<file path="src/rtl/naneye_pkg.sv">
// Shared definitions for the NanEye pixel stream formatter: FSM encoding,
// default geometry and the bit positions of the sticky error flags.
package naneye_pkg;

    typedef enum logic [1:0] {
        ST_IDLE      = 2'd0,
        ST_WAIT_LINE = 2'd1,
        ST_IN_LINE   = 2'd2
    } fmt_state_t;

    localparam int DEF_D_WIDTH     = 10;
    localparam int DEF_C_COLUMNS   = 250;
    localparam int DEF_C_ROWS      = 250;
    localparam int DEF_FIFO_DEPTH  = 16;
    localparam int FRAME_CNT_WIDTH = 16;

    localparam int FLAG_COUNT          = 2;
    localparam int FLAG_FIFO_OVERFLOW  = 0;
    localparam int FLAG_LINE_LEN_ERROR = 1;

endpackage

</file>
<file path="src/rtl/pixel_fifo.sv">
// Synchronous show-ahead FIFO: the head entry is visible whenever the FIFO
// is not empty; a push into a full FIFO only lands if a pop happens alongside.
module pixel_fifo
    import naneye_pkg::*;
#(
    parameter int WIDTH = DEF_D_WIDTH + 2,
    parameter int DEPTH = DEF_FIFO_DEPTH
) (
    input  logic             clock,
    input  logic             reset,
    input  logic             push,
    input  logic [WIDTH-1:0] push_data,
    input  logic             pop,
    output logic [WIDTH-1:0] head_data,
    output logic             empty,
    output logic             dropped
);

    localparam int PTR_W = $clog2(DEPTH);
    localparam logic [PTR_W-1:0] PTR_ONE   = PTR_W'(1);
    localparam logic [PTR_W:0]   CNT_ONE   = (PTR_W + 1)'(1);
    localparam logic [PTR_W:0]   CNT_FULL  = (PTR_W + 1)'(DEPTH);

    logic [WIDTH-1:0] mem [DEPTH];
    logic [PTR_W-1:0] wr_ptr;
    logic [PTR_W-1:0] rd_ptr;
    logic [PTR_W:0]   count;
    logic             full;
    logic             do_push;
    logic             do_pop;

    assign empty   = (count == '0);
    assign full    = (count == CNT_FULL);
    assign do_pop  = pop && !empty;
    assign do_push = push && (!full || do_pop);
    assign dropped = push && !do_push;

    // Gate the head with empty so the outputs read as zero with nothing buffered.
    assign head_data = empty ? '0 : mem[rd_ptr];

    always_ff @(posedge clock) begin
        if (do_push) begin
            mem[wr_ptr] <= push_data;
        end
    end

    // Pointers wrap naturally because DEPTH is a power of two.
    always_ff @(posedge clock) begin
        if (reset) begin
            wr_ptr <= '0;
            rd_ptr <= '0;
            count  <= '0;
        end else begin
            if (do_push) begin
                wr_ptr <= wr_ptr + PTR_ONE;
            end
            if (do_pop) begin
                rd_ptr <= rd_ptr + PTR_ONE;
            end
            case ({do_push, do_pop})
                2'b10:   count <= count + CNT_ONE;
                2'b01:   count <= count - CNT_ONE;
                default: count <= count;
            endcase
        end
    end

endmodule

</file>
<file path="src/rtl/pixel_stream_fmt.sv">
// Turns the DPRAM read stream plus H/V sync into a valid/ready pixel stream
// tagged with start-of-frame and end-of-line, buffered through pixel_fifo.
module pixel_stream_fmt
    import naneye_pkg::*;
#(
    parameter int D_WIDTH    = DEF_D_WIDTH,
    parameter int C_COLUMNS  = DEF_C_COLUMNS,
    parameter int C_ROWS     = DEF_C_ROWS,
    parameter int FIFO_DEPTH = DEF_FIFO_DEPTH
) (
    input  logic                       CLOCK,
    input  logic                       RESET,
    input  logic                       RDAT_VALID,
    input  logic [D_WIDTH-1:0]         PAR_INPUT,
    input  logic                       H_SYNC,
    input  logic                       V_SYNC,
    input  logic                       M_READY,
    output logic                       M_VALID,
    output logic [D_WIDTH-1:0]         M_DATA,
    output logic                       M_SOF,
    output logic                       M_EOL,
    output logic                       FIFO_OVERFLOW,
    output logic                       LINE_LEN_ERROR,
    output logic [FRAME_CNT_WIDTH-1:0] FRAME_CNT
);

    localparam int COL_W = $clog2(C_COLUMNS + 1);
    localparam int ROW_W = $clog2(C_ROWS + 1);
    localparam logic [COL_W-1:0] LAST_COL  = COL_W'(C_COLUMNS - 1);
    localparam logic [COL_W-1:0] COL_LIMIT = COL_W'(C_COLUMNS);
    localparam logic [COL_W-1:0] COL_ONE   = COL_W'(1);
    localparam logic [ROW_W-1:0] LAST_ROW  = ROW_W'(C_ROWS - 1);
    localparam logic [ROW_W-1:0] ROW_ONE   = ROW_W'(1);
    localparam logic [FRAME_CNT_WIDTH-1:0] FRAME_ONE = FRAME_CNT_WIDTH'(1);

    fmt_state_t state;
    fmt_state_t next_state;

    logic                       h_sync_q;
    logic                       v_sync_q;
    logic                       sync_primed;
    logic                       rdat_valid_q;
    logic                       h_rise;
    logic                       v_rise;
    logic                       pixel_cycle;
    logic [COL_W-1:0]           col_cnt;
    logic [ROW_W-1:0]           row_cnt;
    logic                       last_col;
    logic                       last_row;
    logic                       sof_armed;
    logic [FRAME_CNT_WIDTH-1:0] frame_cnt;
    logic [FLAG_COUNT-1:0]      sticky_flags;

    logic                       pix_accept;
    logic                       line_start;
    logic                       short_line;
    logic                       stray_pixel;
    logic                       line_done;

    logic [D_WIDTH+1:0]         fifo_head;
    logic                       fifo_empty;
    logic                       fifo_pop;
    logic                       fifo_drop;

    // sync_primed masks the first cycle after reset so a sync already high
    // at release is taken as history rather than as a rising edge.
    always_ff @(posedge CLOCK) begin
        if (RESET) begin
            h_sync_q     <= 1'b0;
            v_sync_q     <= 1'b0;
            sync_primed  <= 1'b0;
            rdat_valid_q <= 1'b0;
        end else begin
            h_sync_q     <= H_SYNC;
            v_sync_q     <= V_SYNC;
            sync_primed  <= 1'b1;
            rdat_valid_q <= RDAT_VALID;
        end
    end

    assign h_rise      = sync_primed && H_SYNC && !h_sync_q;
    assign v_rise      = sync_primed && V_SYNC && !v_sync_q;
    assign pixel_cycle = rdat_valid_q;
    assign last_col    = (col_cnt == LAST_COL);
    assign last_row    = (row_cnt == LAST_ROW);

    always_ff @(posedge CLOCK) begin
        if (RESET) begin
            state <= ST_IDLE;
        end else begin
            state <= next_state;
        end
    end

    // V_SYNC overrides everything else, whatever state the line logic is in.
    always_comb begin
        next_state = state;
        if (v_rise) begin
            next_state = ST_WAIT_LINE;
        end else begin
            case (state)
                ST_IDLE: begin
                    next_state = ST_IDLE;
                end
                ST_WAIT_LINE: begin
                    if (h_rise) begin
                        next_state = ST_IN_LINE;
                    end
                end
                ST_IN_LINE: begin
                    if (!h_rise && pixel_cycle && last_col) begin
                        next_state = last_row ? ST_IDLE : ST_WAIT_LINE;
                    end
                end
                default: begin
                    next_state = ST_IDLE;
                end
            endcase
        end
    end

    always_comb begin
        pix_accept  = 1'b0;
        line_start  = 1'b0;
        short_line  = 1'b0;
        stray_pixel = 1'b0;
        if (!v_rise) begin
            case (state)
                ST_WAIT_LINE: begin
                    line_start  = h_rise;
                    stray_pixel = pixel_cycle;
                end
                ST_IN_LINE: begin
                    short_line = h_rise && (col_cnt < COL_LIMIT);
                    pix_accept = pixel_cycle && !h_rise;
                end
                default: begin
                    pix_accept = 1'b0;
                end
            endcase
        end
    end

    assign line_done = pix_accept && last_col;

    // Counters keep advancing on accepted pixels even if the FIFO drops them.
    always_ff @(posedge CLOCK) begin
        if (RESET) begin
            col_cnt   <= '0;
            row_cnt   <= '0;
            sof_armed <= 1'b0;
            frame_cnt <= '0;
        end else if (v_rise) begin
            col_cnt   <= '0;
            row_cnt   <= '0;
            sof_armed <= 1'b1;
            frame_cnt <= frame_cnt + FRAME_ONE;
        end else begin
            if (line_start) begin
                col_cnt <= '0;
            end
            if (short_line) begin
                col_cnt <= '0;
                row_cnt <= row_cnt + ROW_ONE;
            end
            if (pix_accept) begin
                col_cnt   <= col_cnt + COL_ONE;
                sof_armed <= 1'b0;
                if (line_done) begin
                    row_cnt <= row_cnt + ROW_ONE;
                end
            end
        end
    end

    always_ff @(posedge CLOCK) begin
        if (RESET) begin
            sticky_flags <= '0;
        end else begin
            if (fifo_drop) begin
                sticky_flags[FLAG_FIFO_OVERFLOW] <= 1'b1;
            end
            if (short_line || stray_pixel) begin
                sticky_flags[FLAG_LINE_LEN_ERROR] <= 1'b1;
            end
        end
    end

    assign fifo_pop = M_VALID && M_READY;

    pixel_fifo #(
        .WIDTH (D_WIDTH + 2),
        .DEPTH (FIFO_DEPTH)
    ) u_pixel_fifo (
        .clock     (CLOCK),
        .reset     (RESET),
        .push      (pix_accept),
        .push_data ({sof_armed, last_col, PAR_INPUT}),
        .pop       (fifo_pop),
        .head_data (fifo_head),
        .empty     (fifo_empty),
        .dropped   (fifo_drop)
    );

    assign M_VALID        = !fifo_empty;
    assign M_SOF          = fifo_head[D_WIDTH+1];
    assign M_EOL          = fifo_head[D_WIDTH];
    assign M_DATA         = fifo_head[D_WIDTH-1:0];
    assign FIFO_OVERFLOW  = sticky_flags[FLAG_FIFO_OVERFLOW];
    assign LINE_LEN_ERROR = sticky_flags[FLAG_LINE_LEN_ERROR];
    assign FRAME_CNT      = frame_cnt;

endmodule

</file>
<file path="config.mk">
export PLATFORM = sky130hd
export DESIGN_NAME = pixel_stream_fmt
export DESIGN_NICKNAME = d
export VERILOG_FILES = /design/src/rtl/naneye_pkg.sv /design/src/rtl/pixel_fifo.sv /design/src/rtl/pixel_stream_fmt.sv
export SDC_FILE = /design/constraint.sdc
export NUM_CORES = 1
export LEC_CHECK = 0
export ABC_CLOCK_PERIOD_IN_PS = 2700
export BUFFER_PORTS_ARGS = -buffer_cell sky130_fd_sc_hd__buf_2
export CAP_MARGIN = 20
export CORE_AREA = 2 2 139 141
export DETAILED_ROUTE_END_ITERATION = 12
export DIE_AREA = 0 0 141 143
export PLACE_DENSITY = 0.75
export SLEW_MARGIN = 20
export SYNTH_ARGS = -nofsm -noshare
export SYNTH_HDL_FRONTEND = slang
export SYNTH_SLANG_ARGS = --single-unit
</file>
<file path="constraint.sdc">
create_clock -name CLOCK -period 2.7 [get_ports CLOCK]
set_input_delay 0.54 -clock CLOCK [delete_from_list [all_inputs] [get_ports CLOCK]]
set_output_delay 0.54 -clock CLOCK [all_outputs]
set_load 0.02 [all_outputs]
</file>
==> metrics.cfg, run 1 <==
[die]
pin_count=47
dieArea_mm2=0.0202
die_h_um=143
die_x_um=141
row_count=50
initial_utilization_pct=54.3
core_area_mm2=0.0186

[status]
violations=setup timing
status=finished, violations left

[clock_tree]
cts_made_buffers=25
clk_path_buf_depth=3
ctsHtreeMaxLevel=1
cts_tree=done
numClockSinks=250
clk_latency_ns=0.52
path_clk_slew_ns=0.06
cts-root-buf=clkbuf_16
hold_buffers=0

[grt]
grt_max_degree=49
gr-usage-all-layers_pct=21.5
grt_antenna_before_repair=0
grt_overflow_total=0
grt_pass1_wl_mm=33.1
grt_pass1_vias=6021

[routing]
wl_mm=21.6
wl_per_cell_um=22.1
first_iter_violations=398
drc=0
drtPass1Iterations=4
drtAntennaViolNets=0
vias_per_cell=6.00
vias=5847

[placed_design]
dp_slack_ns=0.161
io_buffers=46
detailed_place_hpwl_mm=12.7
gp_congestion=0.825

[worst_setup_path]
path_delay_family=multiplexers
crit_chain=buf_4 -> buf_12 -> mux4_2 -> mux2i_1 -> o22ai_2 -> buf_2
startpoint_type=register
worst-path-buf-inv=3
cpPeakStageDelay_ns=0.51
crit_required_ns=2.16
cp_max_fo=9
critical_path_class=reg2out
cp.arrival_ns=2.24
worstSetupEndpointType=primary output
slowest_stage=mux4_2

[power_and_ir_drop]
p_sw_w=0.00280
powerDensity_mw_per_mm2=864
pwr-share-comb_pct=26.1
internal_power_w=0.00753
swShare_pct=27.1
peakVddDrop_v=0.000625
leakage_nw=4.01
pwr-share-clk_pct=32.5
p_seq_share_pct=41.3

[sta]
min_period_ns=2.78
rsz0062_at_grt=yes
drv_slew=0
slew-limit-headroom_pct=59.3
skew_ns=0.0184
tightest_slew_ns=0.603
finalCritPeriodShare_pct=103
setup_viol=4
whs_ns=0.239
fmaxAchievable_mhz=360
worst_slack_ns=-0.0763
hold_viol=0

[final_layout]
finalNetCount=755
antenna_cells=0
area_growth_pct=18.5
drive_gt1_share_pct=28.5

[yosys]
synth_compound_area_share_pct=4.32
ys_seq_area_share_pct=68.7
ys_seq_elements=250
synth.avg_cell_area_um2=16.1
synth_flop_cell=edfxtp_1
ys_async_sr_fraction_pct=0
syn_inst=626
netlist_area_mm2=0.0101
yosys.area.top_type=edfxtp_1
synthTopCellsByArea=edfxtp_1 (57%), dfxtp_1 (12%), mux4_2 (11%)
synth_edf_count=192
synth_top_family_by_area=multiplexers
synth-xor-area-share_pct=2.26
synthAdderAreaFrac_pct=1.74
synthMuxAreaShare_pct=13.5
ys_types=48
synth_top_area_share_pct=57.2
synth_warnings=0
syn_nets=656
synthSimpleGateAreaFrac_pct=7.85

[run]
max-cap-violations=0

[min_path]
hold_path.class=in2reg

worst paths after layout:
kind | from | endpoint | slack, ns | cells after the start
max | register | M_DATA[9] | -0.08 | 6
min | RDAT_VALID | pixel_cycle | 0.24 | 2
max reg2reg | u_pixel_fifo.count[0] | u_pixel_fifo.count[4] | 0.16 | 10
min reg2reg | row_cnt[6] | row_cnt[6] | 0.49 | 2
final cells by class:
class                           count  area (um^2)
Clock buffer                       25          626
Clock inverter                     18          176
Fill cell                        1279         6630
Inverter                           11         41.3
Multi-Input combinational cell    336         3070
Sequential cell                   250         6930
Tap cell                          234          293
Timing Repair Buffer              101          818
state kept, by name, summed over array words and instances, names as in the netlist, named ones only:
name and count:
sticky_flags 2, u_pixel_fifo.mem 192, row_cnt 8, v_sync_q 1, h_sync_q 1, sync_primed 1, sof_armed 1, col_cnt 8
FRAME_CNT 16, u_pixel_fifo.count 5, state 2, pixel_cycle 1, u_pixel_fifo.rd_ptr 4, u_pixel_fifo.wr_ptr 4
metal layers:
layer	up-vias	wire, um	share of wire [%]	GRT usage [%]
met2	207	11300	53	39.3
met3	32	1220	5.6	3.19
met4	0	415	1.9	6.21
li1	2654	-	-	-
met5	-	0	0	0
met1	2954	8600	40	27.0
worst register-to-register path: cells and delay by family (launching register included):
| family | cells | cell delay, ns |
|---|---|---|
| XOR/XNOR | 1 | 0.15 |
| AND/OR/NAND/NOR | 4 | 1.18 |
| adder cells (fa/ha/maj) | 1 | 0.23 |
| AO/OA/AOI/OAI | 4 | 0.61 |
| flip-flops | 1 | 0.31 |
Yosys cell counts, types with 11 or more instances:
cell type / count
and2_1: 13
mux4_2: 48
edfxtp_1: 192
o22ai_1: 12
nand3_1: 18
clkbuf_1: 20
a21oi_1: 20
inv_1: 11
mux2i_1: 24
nand2_1: 26
xor2_1: 18
ha_1: 14
dfxtp_1: 58
o21ai_0: 12
nor2_1: 41
nand4_1: 11
cell usage in the layout, fill, tap and decap left out, types with 8 or more instances in the layout:
| master | n |
|---|---|
| o21ai_0 | 11 |
| a21oi_1 | 20 |
| buf_4 | 46 |
| nor2_1 | 41 |
| inv_1 | 11 |
| mux4_2 | 48 |
| and2_1 | 13 |
| edfxtp_1 | 192 |
| buf_2 | 39 |
| nand4_1 | 11 |
| mux2i_1 | 21 |
| nand2_1 | 25 |
| xor2_1 | 18 |
| nand3_1 | 18 |
| ha_1 | 14 |
| xnor2_1 | 8 |
| o22ai_1 | 8 |
| clkbuf_16 | 26 |
| dfxtp_1 | 56 |
per-stage QoR:
| step | instances | power, W | setup TNS [ns] | cell area (um^2) | utilization [%] |
|---|---|---|---|---|---|
| 2_1_floorplan | 626 | 0.00581 | 0 | 10100 | - |
| 3_3_place_gp | 914 | 0.00642 | 0 | 10800 | 58.2 |
| 3_5_place_dp | 914 | 0.00646 | 0 | 10800 | 58.2 |
| 4_1_cts | 970 | 0.0102 | -0.353 | 11900 | 63.9 |
| 5_1_grt | 975 | 0.0107 | -1.01 | 12000 | 64.3 |
| 6_report | 975 | 0.0103 | -0.118 | 12000 | 64.3 |
kinds of logic (layout without fill, tap and decap cells):
group / after synthesis / in the layout
buf+inv: 40 / 155
xor+xnor: 26 / 26
fa+ha+maj: 14 / 14
compound gates: 69 / 69
mux: 76 / 76
simple gates: 151 / 151
flops: 250 / 250
power by group through the flow:
| stage | combinational, W | sequential, W | clock (W) |
|---|---|---|---|
| final | 0.00270 | 0.00427 | 0.00336 |
| after global routing | 0.00289 | 0.00427 | 0.00356 |
| after CTS | 0.00254 | 0.00426 | 0.00343 |
| after detailed placement | 0.00208 | 0.00438 | 0 |
| after global placement | 0.00204 | 0.00438 | 0 |
| after floorplan | 0.00148 | 0.00433 | 0 |
timing repair:
action                                  CTS  global route
gates resized for setup                  22            14
setup buffers                            12             4
endpoints found under the setup margin   12            13
gates cloned                              2             2
pin swaps                                 2             2
Note: power is estimated with default switching activity, not from simulation.
==> inputs of run 2 (changes only) <==
- GPL_TIMING_DRIVEN: unset -> 0
==> run 2 against run 1 <==
Against the previous run: the run still ends with setup timing left; final cell count shrank 1.3%; register-to-register slack lost 0.08 ns; combinational power is 5% higher; maximum frequency rose by 0.12%; worst hold slack got worse by 0.0019 ns; sequential power about the same; via count fell by 0.43%; count of clock-buffer cells in the layout is 8 higher; core utilization increased by 0.70 points; design area is 1.1% higher; critical path depth unchanged; critical endpoint is now M_DATA[0]; largest cell class unchanged; largest power group unchanged.
==> metrics.cfg, run 2 (synthesized netlist as in run 1, its figures left out) <==
[status]
status=finished, violations left
violations=setup timing

[placed_design]
detailed_place_hpwl_mm=12.9  ; +1.6%
dpl_cell_area_mm2=0.0106  ; -1.9%
io_buffers=46  ; unchanged
dp_slack_ns=-0.464  ; -0.624 ns
gp_congestion=0.864  ; +4.7%

[power_and_ir_drop]
p_seq_share_pct=39.2  ; -2.1 points
internal_power_w=0.00803  ; +6.7%
peakVddDrop_v=0.000556  ; -11%
swShare_pct=26.7  ; -0.38 points
leakage_nw=3.97  ; -0.97%
pwr-share-comb_pct=25.8  ; -0.3 points
powerDensity_mw_per_mm2=906  ; +5.0%
pwr-share-clk_pct=35.0  ; +2.5 points
p_sw_w=0.00293  ; +4.6%

[final_layout]
area_growth_pct=19.8
largest_reg_flops=192  ; unchanged
mostFrequentLayoutCells=edfxtp_1 (192), dfxtp_1 (55), mux4_2 (48)
top_register=u_pixel_fifo.mem
final_common_cell=edfxtp_1
finalNetCount=738  ; -2.3%
antenna_cells=0  ; unchanged
drive_gt1_share_pct=28.8  ; +0.37 points
num-fill-cells=1236  ; -3.4%
stdcell_area_mm2=0.0121  ; +1.1%

[grt]
gr-usage-all-layers_pct=21.5  ; -0.050 points
grt_max_degree=18  ; -63%
grt_pass1_wl_mm=32.7  ; -1.4%
grt_antenna_before_repair=0  ; unchanged
grt_overflow_total=0  ; unchanged
grt_pass1_vias=5861  ; -2.7%

[clock_tree]
numClockSinks=250  ; unchanged
cts_tree=done
clk_latency_ns=0.53  ; about the same
ctsHtreeMaxLevel=1  ; unchanged
clk_path_buf_depth=3  ; unchanged
cts-root-buf=clkbuf_16
cts_made_buffers=26  ; +4.0%
path_clk_slew_ns=0.06  ; about the same

[sta]
hold_viol=0  ; unchanged
tightest_slew_ns=0.757  ; +0.154 ns
drv_slew=0  ; unchanged
finalCritPeriodShare_pct=103  ; -0.12 points
skew_ns=0.0284  ; +0.0100 ns
worst_slack_ns=-0.0730  ; +0.00324 ns
setup_viol=11  ; +7
fmaxAchievable_mhz=361  ; +0.12%
rsz0062_at_grt=yes
min_period_ns=2.77  ; -0.00324 ns
slew-limit-headroom_pct=49.5  ; -9.7 points

[die]
core_area_mm2=0.0186  ; unchanged
pin_count=47  ; unchanged
die_x_um=141  ; unchanged
initial_utilization_pct=54.3  ; unchanged
die_h_um=143  ; unchanged
row_count=50  ; unchanged
dieArea_mm2=0.0202  ; unchanged

[routing]
wl_per_cell_um=22.6  ; +2.1%
drc=0  ; unchanged
first_iter_violations=392  ; -1.5%
drtAntennaViolNets=0  ; unchanged
drtPass1Iterations=5  ; +1
wl_mm=21.7  ; +0.70%
vias_per_cell=6.05  ; +0.92%
vias=5822  ; -0.43%

[worst_setup_path]
reg2reg_slack_ns=0.08  ; -0.08 ns
cp.arrival_ns=2.23  ; about the same
startpoint_type=register
cp_max_fo=6  ; -3
critical_path_class=reg2out
worstSetupEndpointType=primary output
crit_required_ns=2.16  ; about the same

[run]
max-cap-violations=0  ; unchanged

[min_path]
hold_path.class=in2reg

[run 2: cell types whose count changed in the layout (fill, tap and decap cells not counted), moves of 4 or more]
cell	delta
buf_6	+5
buf_4	-37
clkbuf_8	+5
clkbuf_1	+17
mux2i_2	+4
and2_2	+8
mux2i_1	-11
and2_1	-8
mux2i_4	+7
[run 2: worst paths after layout]
path	to	start	cells past startpoint
hold / removal	pixel_cycle	RDAT_VALID	2
setup reg to reg	u_pixel_fifo.count[4]	u_pixel_fifo.count[1]	11
hold reg to reg	row_cnt[7]	row_cnt[7]	2
setup / recovery	M_DATA[0]	register	6
[run 2: power groups by stage]
| stage | combinational (W) | clock (W) | sequential (W) |
|---|---|---|---|
| 6_report | 0.00283 | 0.00383 | 0.00429 |
| 5_1_grt | 0.00299 | 0.00403 | 0.00430 |
| 4_1_cts | 0.00256 | 0.00385 | 0.00428 |
| 3_5_place_dp | 0.00201 | 0 | 0.00435 |
| 3_3_place_gp | 0.00195 | 0 | 0.00434 |
| 2_1_floorplan | 0.00148 | 0 | 0.00433 |
[run 2: final cells by class]
| cell class | count | area [um^2] | share of cell area (%) |
|---|---|---|---|
| buffer | 27 | 228 | 1.88 |
| inverter | 11 | 41.3 | 0.342 |
| timing repair buffer | 56 | 413 | 3.42 |
| clock inverter | 15 | 241 | 2.00 |
| clock buffer | 33 | 687 | 5.68 |
| multi-input combinational | 336 | 3250 | 26.9 |
| tap | 234 | 293 | 2.42 |
| sequential | 250 | 6930 | 57.4 |
[run 2: worst max-delay path: stages (launching register included)]
cell,delay [ns]
dfxtp_4,0.38
buf_12,0.15
buf_12,0.13
mux4_2,0.53
mux2i_2,0.23
o22ai_2,0.13
buf_6,0.15
[run 2: per-layer routing]
layer / GRT usage (%) / wire (um)
met5: 0 / 0
met4: 7.58 / 643
met3: 3.15 / 1040
met2: 39.0 / 11500
met1: 26.5 / 8550
[run 2: what timing repair did]
action	CTS	global route
setup buffers	5	4
pin swaps	5	11
gates cloned	2	0
hold buffers	0	0
resized for setup	84	34
endpoints found under the setup margin	61	109
[run 2: per-stage QoR]
| step | setup TNS (ns) | power (W) | std cells | utilization [%] | hold WS (ns) |
|---|---|---|---|---|---|
| after floorplan | 0 | 0.00581 | 626 | - | 0.452 |
| after global placement | -16.91 | 0.00629 | 906 | 57.1 | 0.461 |
| after detailed placement | -28.22 | 0.00636 | 906 | 57.1 | 0.475 |
| after CTS | -0.802 | 0.0107 | 959 | 64.3 | 0.219 |
| after global routing | -1.64 | 0.0113 | 962 | 65.0 | 0.238 |
| final | -0.424 | 0.0110 | 962 | 65.0 | 0.237 |
